$ cat config.mk
export PLATFORM = sky130hd
export DESIGN_NAME = pixel_frame_gen
export DESIGN_NICKNAME = d
export VERILOG_FILES = /design/src/rtl/pixel_frame_gen.sv
export SDC_FILE = /design/constraint.sdc
export NUM_CORES = 1
export LEC_CHECK = 0
export ABC_CLOCK_PERIOD_IN_PS = 2800
export BUFFER_PORTS_ARGS = -buffer_cell sky130_fd_sc_hd__buf_2
export CAP_MARGIN = 20
export CORE_MARGIN = 5
export CORE_UTILIZATION = 55
export DETAILED_ROUTE_END_ITERATION = 8
export GPL_TIMING_DRIVEN = 0
export PLACE_DENSITY = 0.76
export SYNTH_ARGS = -nofsm -noshare
export SYNTH_HDL_FRONTEND = slang
export SYNTH_SLANG_ARGS = --single-unit
$ cat constraint.sdc
create_clock -name clk -period 2.8 [get_ports clk]
set_input_delay 0.56 -clock clk [delete_from_list [all_inputs] [get_ports clk]]
set_output_delay 0.56 -clock clk [all_outputs]
set_load 0.02 [all_outputs]
$ cat src/rtl/pixel_frame_gen.sv
// pixel_frame_gen: raster pixel source with mood background and centred face sprite
module pixel_frame_gen #(
  parameter int H_RES = 240,
  parameter int V_RES = 320,
  parameter int PIXEL_SIZE = 16,
  parameter int BOX = 64
) (
  input  logic                  clk,
  input  logic                  rst,
  input  logic [3:0]            visua,
  input  logic                  refresh,
  input  logic                  pixel_req,
  output logic [PIXEL_SIZE-1:0] pixel_data,
  output logic                  frame_done
);
  localparam int XW = $clog2(H_RES);
  localparam int YW = $clog2(V_RES);
  localparam logic [XW:0] X0 = (XW+1)'((H_RES - BOX) / 2);
  localparam logic [XW:0] XB = (XW+1)'(BOX);
  localparam logic [XW:0] XL = (XW+1)'(BOX / 4);
  localparam logic [XW:0] XR = (XW+1)'(5 * BOX / 8);
  localparam logic [XW:0] XE = (XW+1)'(BOX / 8);
  localparam logic [YW:0] Y0 = (YW+1)'((V_RES - BOX) / 2);
  localparam logic [YW:0] YB = (YW+1)'(BOX);
  localparam logic [YW:0] YQ = (YW+1)'(BOX / 4);
  localparam logic [YW:0] YE = (YW+1)'(BOX / 8);
  typedef enum logic [1:0] {LOAD, STREAM, DONE} state_t;
  state_t                state_q, state_d;
  logic [XW-1:0]         x_q, x_d;
  logic [YW-1:0]         y_q, y_d;
  logic [3:0]            mood_q, mood_d;
  logic                  pend_q, pend_d;
  logic [PIXEL_SIZE-1:0] pix_q, pix_d;
  logic [XW:0]           dx;
  logic [YW:0]           dy;
  logic                  box, eye, last_x, last_y;
  logic [15:0]           bg, col;
  always_comb begin
    dx = {1'b0, x_q} - X0;
    dy = {1'b0, y_q} - Y0;
    box = dx < XB && dy < YB;
    eye = (dy - YQ) < YE && ((dx - XL) < XE || (dx - XR) < XE);
    bg = mood_q == 4'd0 ? 16'hFFE0 :
         mood_q == 4'd1 ? 16'h07FF :
         mood_q == 4'd2 ? 16'hF800 :
         mood_q == 4'd3 ? 16'h780F :
         mood_q == 4'd4 ? 16'h0000 : 16'h001F;
    col = eye ? (mood_q == 4'd4 ? 16'hFFFF : 16'h0000) :
          box ? (mood_q == 4'd4 ? 16'h8410 : 16'hFFFF) : bg;
    last_x = x_q == XW'(H_RES - 1);
    last_y = y_q == YW'(V_RES - 1);
  end
  always_comb begin
    state_d = state_q;
    x_d = x_q;
    y_d = y_q;
    mood_d = mood_q;
    pix_d = pix_q;
    pend_d = pend_q | refresh;
    case (state_q)
      LOAD: begin
        mood_d = visua;
        x_d = '0;
        y_d = '0;
        pend_d = refresh;
        state_d = STREAM;
      end
      STREAM: if (pixel_req) begin
        pix_d = PIXEL_SIZE'(col);
        x_d = last_x ? '0 : x_q + 1'b1;
        y_d = last_x ? (last_y ? '0 : y_q + 1'b1) : y_q;
        state_d = last_x && last_y ? DONE : STREAM;
      end
      DONE: state_d = (visua != mood_q || pend_q || refresh) ? LOAD : DONE;
      default: state_d = LOAD;
    endcase
  end
  always_ff @(posedge clk) begin
    if (rst) begin
      state_q <= LOAD;
      x_q <= '0;
      y_q <= '0;
      mood_q <= '0;
      pend_q <= 1'b0;
      pix_q <= '0;
    end else begin
      state_q <= state_d;
      x_q <= x_d;
      y_q <= y_d;
      mood_q <= mood_d;
      pend_q <= pend_d;
      pix_q <= pix_d;
    end
  end
  assign pixel_data = pix_q;
  assign frame_done = state_q == DONE;
endmodule

Yosys cells after proc, flatten, opt, wreduce, memory -nomap -nowiden
Cells that the tools add are included.
{"block": "word_totals", "register_bits": 40, "input_bits": 8}
{"block": "op_classes", "n_addsub": 7, "bitwise_logic": 1, "eq_ne": 11, "mux": 21, "magnitude_cmp": 5, "reduce_logical": 12}
{"operator": "$mux W16", "n": 6}
{"operator": "$mux W15", "n": 2}
{"operator": "$mux W9", "n": 3}
{"operator": "$lt A9 B4 Y1 const B", "n": 2}
{"operator": "$pmux W9 S2", "n": 1}
{"operator": "$mux W8", "n": 2}
{"operator": "$pmux W8 S2", "n": 1}
{"operator": "$lt A10 B4 Y1 const B", "n": 1}
{"operator": "$lt A10 B7 Y1 const B", "n": 1}
{"operator": "$sub A10 B5 Y10 const B", "n": 1}
{"operator": "$sub A9 B8 Y10 const B", "n": 1}
{"operator": "$add A9 B1 Y9 const B", "n": 1}
{"operator": "$eq A9 B9 Y1 const B", "n": 1}
{"operator": "$lt A9 B7 Y1 const B", "n": 1}
{"operator": "$sub A8 B7 Y9 const B", "n": 1}
{"operator": "$sub A9 B5 Y9 const B", "n": 1}
{"operator": "$sub A9 B6 Y9 const B", "n": 1}
{"operator": "$add A8 B1 Y8 const B", "n": 1}
{"operator": "$eq A4 B2 Y1 const B", "n": 2}
{"operator": "$eq A8 B8 Y1 const B", "n": 1}
{"operator": "$mux W2", "n": 3}
{"operator": "$pmux W2 S3", "n": 1}
{"operator": "$mux W5", "n": 1}
{"operator": "$eq A4 B1 Y1 const B", "n": 1}
{"operator": "14 further kinds", "n": 20}

Depth between registers and ports, before layout
Gate-level depths: netlist of run 1.
{"block": "depth", "depth_word": 8, "mapped_depth": 11, "depth_no_buf": 10}

Worst setup path after synthesis of run 1
OpenSTA, ideal clock, no wires.
{"block": "synth_path", "kind": "reg-to-reg", "from": "register x_q[4]", "to": "register pix_q[9] (netlist: pixel_data[9])", "stages_incl_launch_ff": 11, "setup_ns": 0.118, "t_required_ns": 2.682, "path_slack_ns": 0.437, "n_path_buf": 1, "arrival_ns": 2.245, "synth_period_minus_slack_ns": 2.363, "path_cell_list": "dfxtp_1 ha_1 buf_2 xor2_1 ha_1 nand2_1 mux2i_1 mux2i_1 o41ai_4 a31o_4 nor3_1"}
{"block": "synth_via", "elab_chain_cells": 6, "elab_cells_between_ends": 11, "cone_classes": "add/sub (3); order compare (3); mux (2); reduce/logical (3)"}
{"item": "start, declared", "line": "29", "text": "logic [XW-1:0] x_q, x_d;"}
{"item": "start signal, assigned", "line": "81", "text": "x_q <= '0;"}
{"item": "start signal, assigned", "line": "88", "text": "x_q <= x_d;"}
{"item": "$sub A8 B7 Y9 (*)", "line": "39", "text": "dx = {1'b0, x_q} - X0;"}
{"item": "$sub A9 B5 Y9 / $sub A9 B6 Y9 (equally long branches)", "line": "42", "text": "eye = (dy - YQ) < YE && ((dx - XL) < XE || (dx - XR) < XE);"}
{"item": "$lt A9 B4 Y1", "line": "42"}
{"item": "$logic_or A1 B1 Y1", "line": "42"}
{"item": "$logic_and A1 B1 Y1", "line": "42"}
{"item": "$mux W16 (*)", "line": "48", "text": "col = eye ? (mood_q == 4'd4 ? 16'hFFFF : 16'h0000) :"}
{"item": "end signal, assigned", "line": "92", "text": "pix_q <= pix_d;"}
{"item": "end, declared", "line": "33", "text": "logic [PIXEL_SIZE-1:0] pix_q, pix_d;"}
Mark *: on every way between the ends. The rest lies on a longest branch, timed or not.
A chain may end at the register's enable or synchronous reset.

Worst setup path in the final report of run 1
Same ends and word-level chain as after synthesis.

==> results of run 1 <==
## area by class of cell
class,instances,area [um^2],area share (%)
buffer,21,135,5.77
clock buffer,6,82.6,3.52
clock inverter,2,60.1,2.56
inverter,10,37.5,1.60
multi-input combinational,192,1250,53.4
sequential,30,602,25.7
tap,48,60.1,2.56
timing repair buffer,23,115,4.91
## synthesized netlist by cell type (all sizes together) (3+ instances only)
cell type   n  area share, %
inv        10            1.9
mux2i       3            1.5
dfxtp      30             30
buf        15            5.5
clkbuf      6            1.2
nand2b      3           0.93
nor2       32            6.0
nor4b       4            1.7
nand2      18            3.5
nand3       7            1.7
ha          9            5.6
a211oi      3            1.1
and2b       7            2.8
a311oi      3            1.3
or3         4            1.2
or3b        3            1.3
o21ai      14            3.5
a21oi      25            6.4
and3        7            2.4
nor3       11            3.5
xor2        6            2.6
nor2b       4            1.2
## where the power goes
| group | switching (mW) | internal [mW] | total [mW] | leakage, nW |
|---|---|---|---|---|
| combinational | 0.0726 | 0.0507 | 0.123 | 0.720 |
| sequential | 0.0125 | 0.439 | 0.451 | 0.245 |
| clock | 0.173 | 0.380 | 0.552 | 0.0714 |
| total | 0.258 | 0.869 | 1.13 | 1.04 |
## metrics by stage
stage	cells	cell area, um^2	setup WS [ns]	hold slack, ns
4_1_cts	332	2330	0.0760	0.465
3_5_place_dp	324	2190	0.105	0.455
2_1_floorplan	253	2010	0.437	0.452
6_report	332	2340	0.275	0.462
5_1_grt	332	2340	0.0266	0.492
3_3_place_gp	324	2190	0.141	0.452
## state kept, by name, indices dropped and copies added, names as in the netlist
signal and cells:
y_q 9, x_q 8, pixel_data 6, mood_q 4
state_q 2, pend_q 1
## worst max path at each step
stage	depth (start not counted)	slack (ns)	to	from
3_5_place_dp	11	0.11	pixel_data[15]$_SDFFE_PP0P_	x_q[4]$_SDFFE_PP0P_
2_1_floorplan	10	0.44	pixel_data[9]$_SDFFE_PP0P_	x_q[4]$_SDFFE_PP0P_
4_1_cts	11	0.08	pixel_data[15]$_SDFFE_PP0P_	x_q[4]$_SDFFE_PP0P_
5_1_grt	11	0.03	pixel_data[9]$_SDFFE_PP0P_	x_q[4]$_SDFFE_PP0P_
3_3_place_gp	11	0.14	pixel_data[15]$_SDFFE_PP0P_	x_q[4]$_SDFFE_PP0P_
6_report	9	0.27	pixel_data[9]$_SDFFE_PP0P_	x_q[4]$_SDFFE_PP0P_
## metal layers
layer / GRT usage [%] / wire length (um) / up-vias
met5: 0 / 0 / -
met4: 7.02 / 65 / 0
met3: 5.04 / 191 / 6
met2: 29.9 / 2010 / 30
met1: 21.4 / 1950 / 849
li1: - / - / 947
## cells by family after synthesis
logic type      synth area share, %
xor+xnor                       3.05
flops                          29.9
compound gates                 19.0
buf+inv                        8.59
fa+ha+maj                      5.60
simple gates                   31.9
mux                            2.05
## what timing repair did
| action | 4_1_cts | 5_1_grt |
|---|---|---|
| endpoints found under the hold margin | 0 | 0 |
| hold buffers | 0 | 0 |
| gates resized for setup | 0 | 3 |
| endpoints found under the setup margin | 0 | 6 |
| buffers inserted | 0 | 0 |
## critical path, stage by stage, from the launching register on
cell and delay, ns:
dfxtp_2 0.42, ha_1 0.17, buf_2 0.20, xor2_2 0.19, inv_1 0.08, ha_1 0.28, nand4_1 0.18, o41ai_4 0.57
a31o_4 0.26, nor3_1 0.06
==> results.txt, run 1 <==
leak pwr -> 1.04 nW
Crit. End Element -> flip-flop
actual slew at the worst max-slew pin -> 0.729 ns
Post-Route WL -> 4.23 mm
Gate Count Post-Synth -> 253
Synth Register Bits -> 30
Clk Latency, worst-skew pair -> 0.29 ns
commonest register cell after synthesis -> dfxtp_1
area of the mapped netlist -> 2010 um^2
Core Region -> 3610 um^2
Final Power -> 1.13 mW
Overflow after GRT -> 0
layout cells sized above 1 -> 22.9%
DP HPWL -> 3.12 mm
Routed WL per cell -> 12.7 um
YS warnings -> 0
Distinct cells, synth -> 56
gr usage total -> 17.9%
Worst EP required -> 2.98 ns
total negative slack -> 0 ns
pin count of the biggest net entering global routing -> 11
Port Buffer Count -> 23
max-slew violation count -> 0
Initial Util -> 55.8%
H-tree depth -> 2
Min-Delay Path Class -> flip-flop to flip-flop
commonest non-fill, non-tap cell in the layout -> nor2_1
Clock Sinks -> 30
syn avg cell area -> 7.95 um^2
first-pass GRT wire length -> 7.18 mm
NumNets Final -> 300
Final Setup Violations -> 0
Die W -> 70.5 um
detailed-route vias per instance -> 5.52
max_cap viols -> 0
die area -> 4970 um^2
power per standard cell area -> 481 nW/um^2
post-route minimum period -> 2.53 ns
Mapped Nets -> 270
Ports -> 25
CTS root buf -> clkbuf_8
startpoint types -> flip-flop
hold path depth -> 2
vias in the first global route -> 1667
critical path class -> flip-flop to flip-flop
CTS clk-pin slew, worst paths -> 0.07 ns
DR iter-0 viols -> 63
hold path start -> pixel_data[10]$_SDFFE_PP0P_
DRC viols -> 0
RSZ-0062 raised after global routing -> false
Num CTS Buffers -> 5
Hold Path Sink -> pixel_data[10]$_SDFFE_PP0P_
worst reg-to-reg setup slack -> 0.27 ns
commonest cells after routing, fill and taps aside -> 32 x nor2_1, 29 x dfxtp_1, 25 x buf_2, 24 x a21oi_1, 17 x nand2_1
reg2reg end -> pixel_data[9]$_SDFFE_PP0P_
router iterations before antenna repair -> 4
clock buffer depth -> 2
CTS tree -> yes
Layout fillers -> 321
clock skew -> 0.00714 ns
CP max FO -> 9
Vert. Die Dim -> 70.5 um
ys async rst share -> 0%
Final Util -> 65.0%
status -> complete, no violations
initial antenna violation count -> 0
GP Congestion -> 0.825
ANT cells -> 0
area delta synth->final -> 16.6%
sequential share of the synthesized area -> 29.9%
CP arrival -> 2.71 ns
fin crit share -> 90.2%
R2R depth -> 9
Fmax -> 396 MHz
Core Rows -> 22
vias -> 1832
Final ANT Viol Nets -> 0
maximum VDD drop -> 0.000330 V
number of synthesized flops with an enable pin -> 0
worst reg2reg path startpoint -> x_q[4]$_SDFFE_PP0P_
max_slew headroom -> 50.7%
Final Hold Viols -> 0
Note: power is estimated with default switching activity, not from simulation.
==> run 2: changes to the inputs <==
Settings changed: MAX_ROUTING_LAYER set to met4.
==> run 2 against run 1 <==
Maximum frequency hardly changed. Sequential power hardly changed. Sequential cell count stayed put. Via count stayed put. Die area stayed put. Power hardly changed. Combinational power hardly changed. Largest power group unchanged.
==> results.txt, run 2 (same netlist as run 1, synthesis figures left out) <==
status -> complete, no violations
Final Power -> 1.13 mW
DP Area -> 2190 um^2
ANT cells -> 0
max-slew violation count -> 0
critical path class -> flip-flop to flip-flop
fin crit share -> 90.2%
cell count along the critical path -> 9
Gate power share -> 10.9%
Core Region -> 3610 um^2
CTS tree -> yes
gr usage total -> 18.4%
P_int -> 0.869 mW
max_cap viols -> 0
startpoint types -> flip-flop
Clock Power Share -> 49.0%
most frequent CP cell -> ha_1
die area -> 4970 um^2
switching portion of total power -> 22.9%
CP max FO -> 9
Vert. Die Dim -> 70.5 um
post-route minimum period -> 2.53 ns
first-pass GRT wire length -> 7.18 mm
router iterations before antenna repair -> 4
Post-Route WL -> 4.23 mm
layout cells sized above 1 -> 22.9%
Placed Instances -> 324
CTS root buf -> clkbuf_8
CP top delay family -> compound AO/OA/AOI/OAI gates
actual slew at the worst max-slew pin -> 0.729 ns
Core Rows -> 22
power per standard cell area -> 481 nW/um^2
CP Buf/Inv Count -> 2
vias in the first global route -> 1667
CP arrival -> 2.71 ns
RSZ-0062 raised after global routing -> false
pin count of the biggest net entering global routing -> 11
DRC viols -> 0
Final Util -> 65.0%
maximum VDD drop -> 0.000330 V
CTS clk-pin slew, worst paths -> 0.07 ns
total negative slack -> 0 ns
non-filler cells, final -> 332
worst reg2reg path startpoint -> x_q[4]$_SDFFE_PP0P_
DP Worst Slack -> 0.105 ns
detailed-route vias per instance -> 5.52
max reg flops -> 9
reg2reg end -> pixel_data[9]$_SDFFE_PP0P_
post-route cell area -> 2340 um^2
NumNets Final -> 300
CP peak stage delay -> 0.57 ns
clock skew -> 0.00717 ns
Crit. End Element -> flip-flop
Initial Util -> 55.8%
leak pwr -> 1.04 nW
area delta synth->final -> 16.6%
Post-CTS Setup Bufs -> 0
Clock Sinks -> 30
max_slew headroom -> 50.7%
Port Buffer Count -> 23
H-tree depth -> 2
Fmax -> 396 MHz
CP Launch Point -> x_q[4]$_SDFFE_PP0P_
vias -> 1832
Die W -> 70.5 um
Final Hold Viols -> 0
worst reg-to-reg setup slack -> 0.27 ns
commonest cells after routing, fill and taps aside -> 32 x nor2_1, 29 x dfxtp_1, 25 x buf_2, 24 x a21oi_1, 17 x nand2_1
Routed WL per cell -> 12.7 um
Ports -> 25
R2R depth -> 9
clock buffer depth -> 2
worst setup margin -> 0.275 ns
GP Congestion -> 0.837
commonest non-fill, non-tap cell in the layout -> nor2_1
sequential share of power -> 40.0%
Final ANT Viol Nets -> 0
register bank with the most flops -> y_q
Final Setup Violations -> 0
DP HPWL -> 3.12 mm
Worst EP required -> 2.98 ns
initial antenna violation count -> 0
Overflow after GRT -> 0
NetSw -> 0.258 mW
Slowest-stage cell, CP -> o41ai_4
worst-path cell chain -> ha_1, buf_2, xor2_2, inv_1, ha_1, nand4_1, o41ai_4, a31o_4, nor3_1
Hold WS -> 0.462 ns
DR iter-0 viols -> 68
Clk Latency, worst-skew pair -> 0.29 ns
crit path to -> pixel_data[9]$_SDFFE_PP0P_
Min-Delay Path Class -> flip-flop to flip-flop
Num CTS Buffers -> 5
run 2: what timing repair did:
item                       CTS  global route
setup endpoints to repair    0             6
gates resized for setup      0             3
hold buffers                 0             0
run 2: metal layers:
metal  routed length [um]  GRT usage, %  vias to the layer above
met3                  191          5.04                        6
li1                     -             -                      947
met4                   66          7.02                        0
met1                 1960          21.4                      849
met5                    0             -                        -
met2                 2020          29.9                       30
run 2: worst min path at each step:
stage,from,cells after the start,to
after CTS,pixel_data[10]$_SDFFE_PP0P_,2,pixel_data[10]$_SDFFE_PP0P_
after global placement,pixel_data[10]$_SDFFE_PP0P_,2,pixel_data[10]$_SDFFE_PP0P_
final,pixel_data[10]$_SDFFE_PP0P_,2,pixel_data[10]$_SDFFE_PP0P_
after global routing,refresh,3,pend_q$_SDFF_PP0_
after detailed placement,pixel_data[10]$_SDFFE_PP0P_,2,pixel_data[10]$_SDFFE_PP0P_
after floorplan,pend_q$_SDFF_PP0_,2,pend_q$_SDFF_PP0_
run 2: worst register-to-register path: stages, from the launching register on:
cell     delay (ns)
dfxtp_2        0.42
ha_1           0.17
buf_2          0.20
xor2_2         0.19
inv_1          0.08
ha_1           0.28
nand4_1        0.18
o41ai_4        0.57
a31o_4         0.26
nor3_1         0.06
run 2: area by class of cell:
class | count | area [um^2]
flip-flops and latches | 30 | 602
fillers | 321 | 1260
plain buffers | 21 | 135
clock inverters | 2 | 60.1
inverters | 10 | 37.5
well taps | 48 | 60.1
clock buffers | 6 | 82.6
multi-input cells | 192 | 1250
repair buffers | 23 | 115
run 2: power by group through the flow:
| stage | logic, mW | clock network [mW] | registers [mW] |
|---|---|---|---|
| 6_report | 0.123 | 0.552 | 0.451 |
| 3_5_place_dp | 0.123 | 0 | 0.461 |
| 3_3_place_gp | 0.122 | 0 | 0.460 |
| 2_1_floorplan | 0.0817 | 0 | 0.466 |
| 4_1_cts | 0.123 | 0.559 | 0.451 |
| 5_1_grt | 0.135 | 0.581 | 0.453 |
==> run 3: changes to the inputs <==
Settings changed: ABC_AREA set to 1, CORE_UTILIZATION 55 to 28, PLACE_DENSITY 0.76 to 0.45.
==> run 3 against run 2 <==
Combinational power grew 9.8%. Via count grew 3.4%. Worst hold slack gained 0.023 ns. Synthesized cell count grew 17%. Final area shrank 3.1%. Maximum frequency grew 14%. Sequential power is essentially flat. Highest routed layer unchanged.
==> results.txt, run 3 <==
Fmax -> 452 MHz
syn avg cell area -> 6.58 um^2
DP Worst Slack -> 0.580 ns
worst reg-to-reg setup slack -> 0.59 ns
clock buffer depth -> 2
Final Util -> 33.6%
ANT cells -> 0
fraction of synthesized cell area in xor and xnor cells -> 0.903%
ys async rst share -> 0%
Layout fillers -> 772
Vert. Die Dim -> 93.3 um
area delta synth->final -> 17.0%
register bank with the most flops -> y_q
Ports -> 25
Routed WL per cell -> 11.3 um
CP max FO -> 7
status -> complete, no violations
Core Region -> 6760 um^2
Post-CTS Hold Fix Bufs -> 0
Final Power -> 1.00 mW
R2R depth -> 15
simple-gate share of the synthesized area -> 30.0%
layout cells sized above 1 -> 17.4%
router iterations before antenna repair -> 4
first-pass GRT wire length -> 8.20 mm
DRC viols -> 0
Placed Instances -> 399
Synth area leader -> dfxtp_1
Gate Count Post-Synth -> 295
area of the mapped netlist -> 1940 um^2
Core Rows -> 30
critical path class -> flip-flop to flip-flop
vias -> 1895
Num CTS Buffers -> 5
max-slew violation count -> 0
Distinct cells, synth -> 30
most frequent CP cell -> nand2_1
Final Hold Viols -> 0
leak pwr -> 1.07 nW
post-route minimum period -> 2.21 ns
RSZ-0062 raised after global routing -> false
hold path depth -> 2
NumNets Final -> 343
max_slew headroom -> 60.7%
Port Buffer Count -> 24
commonest non-fill, non-tap cell in the layout -> nand2_1
DP HPWL -> 3.56 mm
CTS clk-pin slew, worst paths -> 0.07 ns
detailed-route vias per instance -> 4.66
non-filler cells, final -> 407
Min-Delay Path Class -> input pin to flip-flop
post-synth top area share -> 30.9%
total negative slack -> 0 ns
post-CTS sizing -> 0
commonest cells after routing, fill and taps aside -> 58 x nand2_1, 44 x inv_1, 33 x nor2_1, 30 x dfxtp_1, 28 x o21ai_0
fin crit share -> 79.1%
vias in the first global route -> 1833
initial antenna violation count -> 0
CP top delay family -> simple AND/OR/NAND/NOR gates
Mapped Nets -> 312
actual slew at the worst max-slew pin -> 0.588 ns
YS warnings -> 0
Final Setup Violations -> 0
Hold Path Sink -> y_q[0]$_SDFFE_PP0P_
Initial Util -> 28.7%
Post-Route WL -> 4.58 mm
hold path start -> rst
Slowest-stage cell, CP -> dfxtp_1
Overflow after GRT -> 0
Synth Register Bits -> 30
CTS root buf -> clkbuf_8
sequential share of the synthesized area -> 30.9%
synth top area cells -> dfxtp_1 31%, nand2_1 11%, inv_1 8.5%
maximum VDD drop -> 0.000280 V
worst setup margin -> 0.585 ns
startpoint types -> flip-flop
CP peak stage delay -> 0.44 ns
reg2reg end -> pixel_data[14]$_SDFFE_PP0P_
number of synthesized flops with an enable pin -> 0
commonest register cell after synthesis -> dfxtp_1
Post-Synth Adder-Cell Area -> 5.80%
CP Buf/Inv Count -> 2
CP arrival -> 2.43 ns
max reg flops -> 9
worst reg2reg path startpoint -> x_q[3]$_SDFFE_PP0P_
Synth Area in Compound Gates -> 18.1%
max_cap viols -> 0
H-tree depth -> 2
die area -> 8700 um^2
worst-path cell chain -> ha_1, inv_1, nand2_4, nand2_1, ha_1, nand2_1, a21oi_1, nand2_1, inv_1, nand3_1, nand2_2, nand3_2, nand2_4, nor2_1, nor2_1
gr usage total -> 11.9%
CTS tree -> yes
Clk Latency, worst-skew pair -> 0.28 ns
Post-CTS Setup Bufs -> 0
most frequent cell after synthesis -> nand2_1
Die W -> 93.3 um
synth cell count leaders -> 58 x nand2_1, 44 x inv_1, 33 x nor2_1
main combinational cell family by area after synthesis -> simple AND/OR/NAND/NOR gates
post-synthesis mux area share -> 0%
DR iter-0 viols -> 78
Worst EP required -> 3.02 ns
Crit. End Element -> flip-flop
CP Launch Point -> x_q[3]$_SDFFE_PP0P_
Clock Sinks -> 30
clock skew -> 0.00613 ns
Final ANT Viol Nets -> 0
power per standard cell area -> 442 nW/um^2
GP Congestion -> 0.798
pin count of the biggest net entering global routing -> 11
run 3: cell types whose count changed after synthesis, sizes merged, moves of 5 or more:
cell	change
nand2	+47
inv	+36
o21ai	+14
nand3	+10
and2b	-7
nor3	-6
and3	-5
run 3: routing by layer:
layer | wire length, um | up-vias | part of all wire [%] | global-route usage, %
met2 | 2070 | 37 | 45 | 18.8
met1 | 2270 | 844 | 49 | 15.0
li1 | - | 1006 | - | -
met5 | 0 | - | 0 | -
met4 | 61 | 0 | 1.3 | 3.91
met3 | 181 | 8 | 4.0 | 2.57
run 3: stage by stage:
step / area [um^2] / hold slack (ns)
2_1_floorplan: 1940 / 0.457
5_1_grt: 2270 / 0.481
4_1_cts: 2270 / 0.473
6_report: 2270 / 0.485
3_5_place_dp: 2160 / 0.479
3_3_place_gp: 2160 / 0.473
run 3: worst max path at each step:
stage,to,slack (ns),depth (start not counted)
5_1_grt,pixel_data[14]$_SDFFE_PP0P_,0.29,15
6_report,pixel_data[14]$_SDFFE_PP0P_,0.59,15
2_1_floorplan,pixel_data[9]$_SDFFE_PP0P_,0.92,15
3_3_place_gp,pixel_data[3]$_SDFFE_PP0P_,0.61,15
3_5_place_dp,pixel_data[3]$_SDFFE_PP0P_,0.58,15
4_1_cts,pixel_data[14]$_SDFFE_PP0P_,0.56,15
run 3: cell families (layout without fill, tap and decap cells):
kind of cell / Yosys count / count (layout)
buf+inv: 61 / 93
fa+ha+maj: 9 / 9
compound gates: 64 / 64
simple gates: 129 / 129
flops: 30 / 30
xor+xnor: 2 / 2
run 3: area by class of cell:
class	instances	area (um^2)	area share, %
tap	80	100	4.41
clock buffer	8	110	4.85
timing repair buffer	24	120	5.29
buffer	15	103	4.52
inverter	46	173	7.60
multi-input combinational	204	1060	46.9
sequential	30	601	26.4
run 3: report_power, final:
part           switching (mW)  internal, mW
registers              0.0105         0.441
logic                  0.0838        0.0508
clock network           0.169         0.248
total                   0.263         0.740
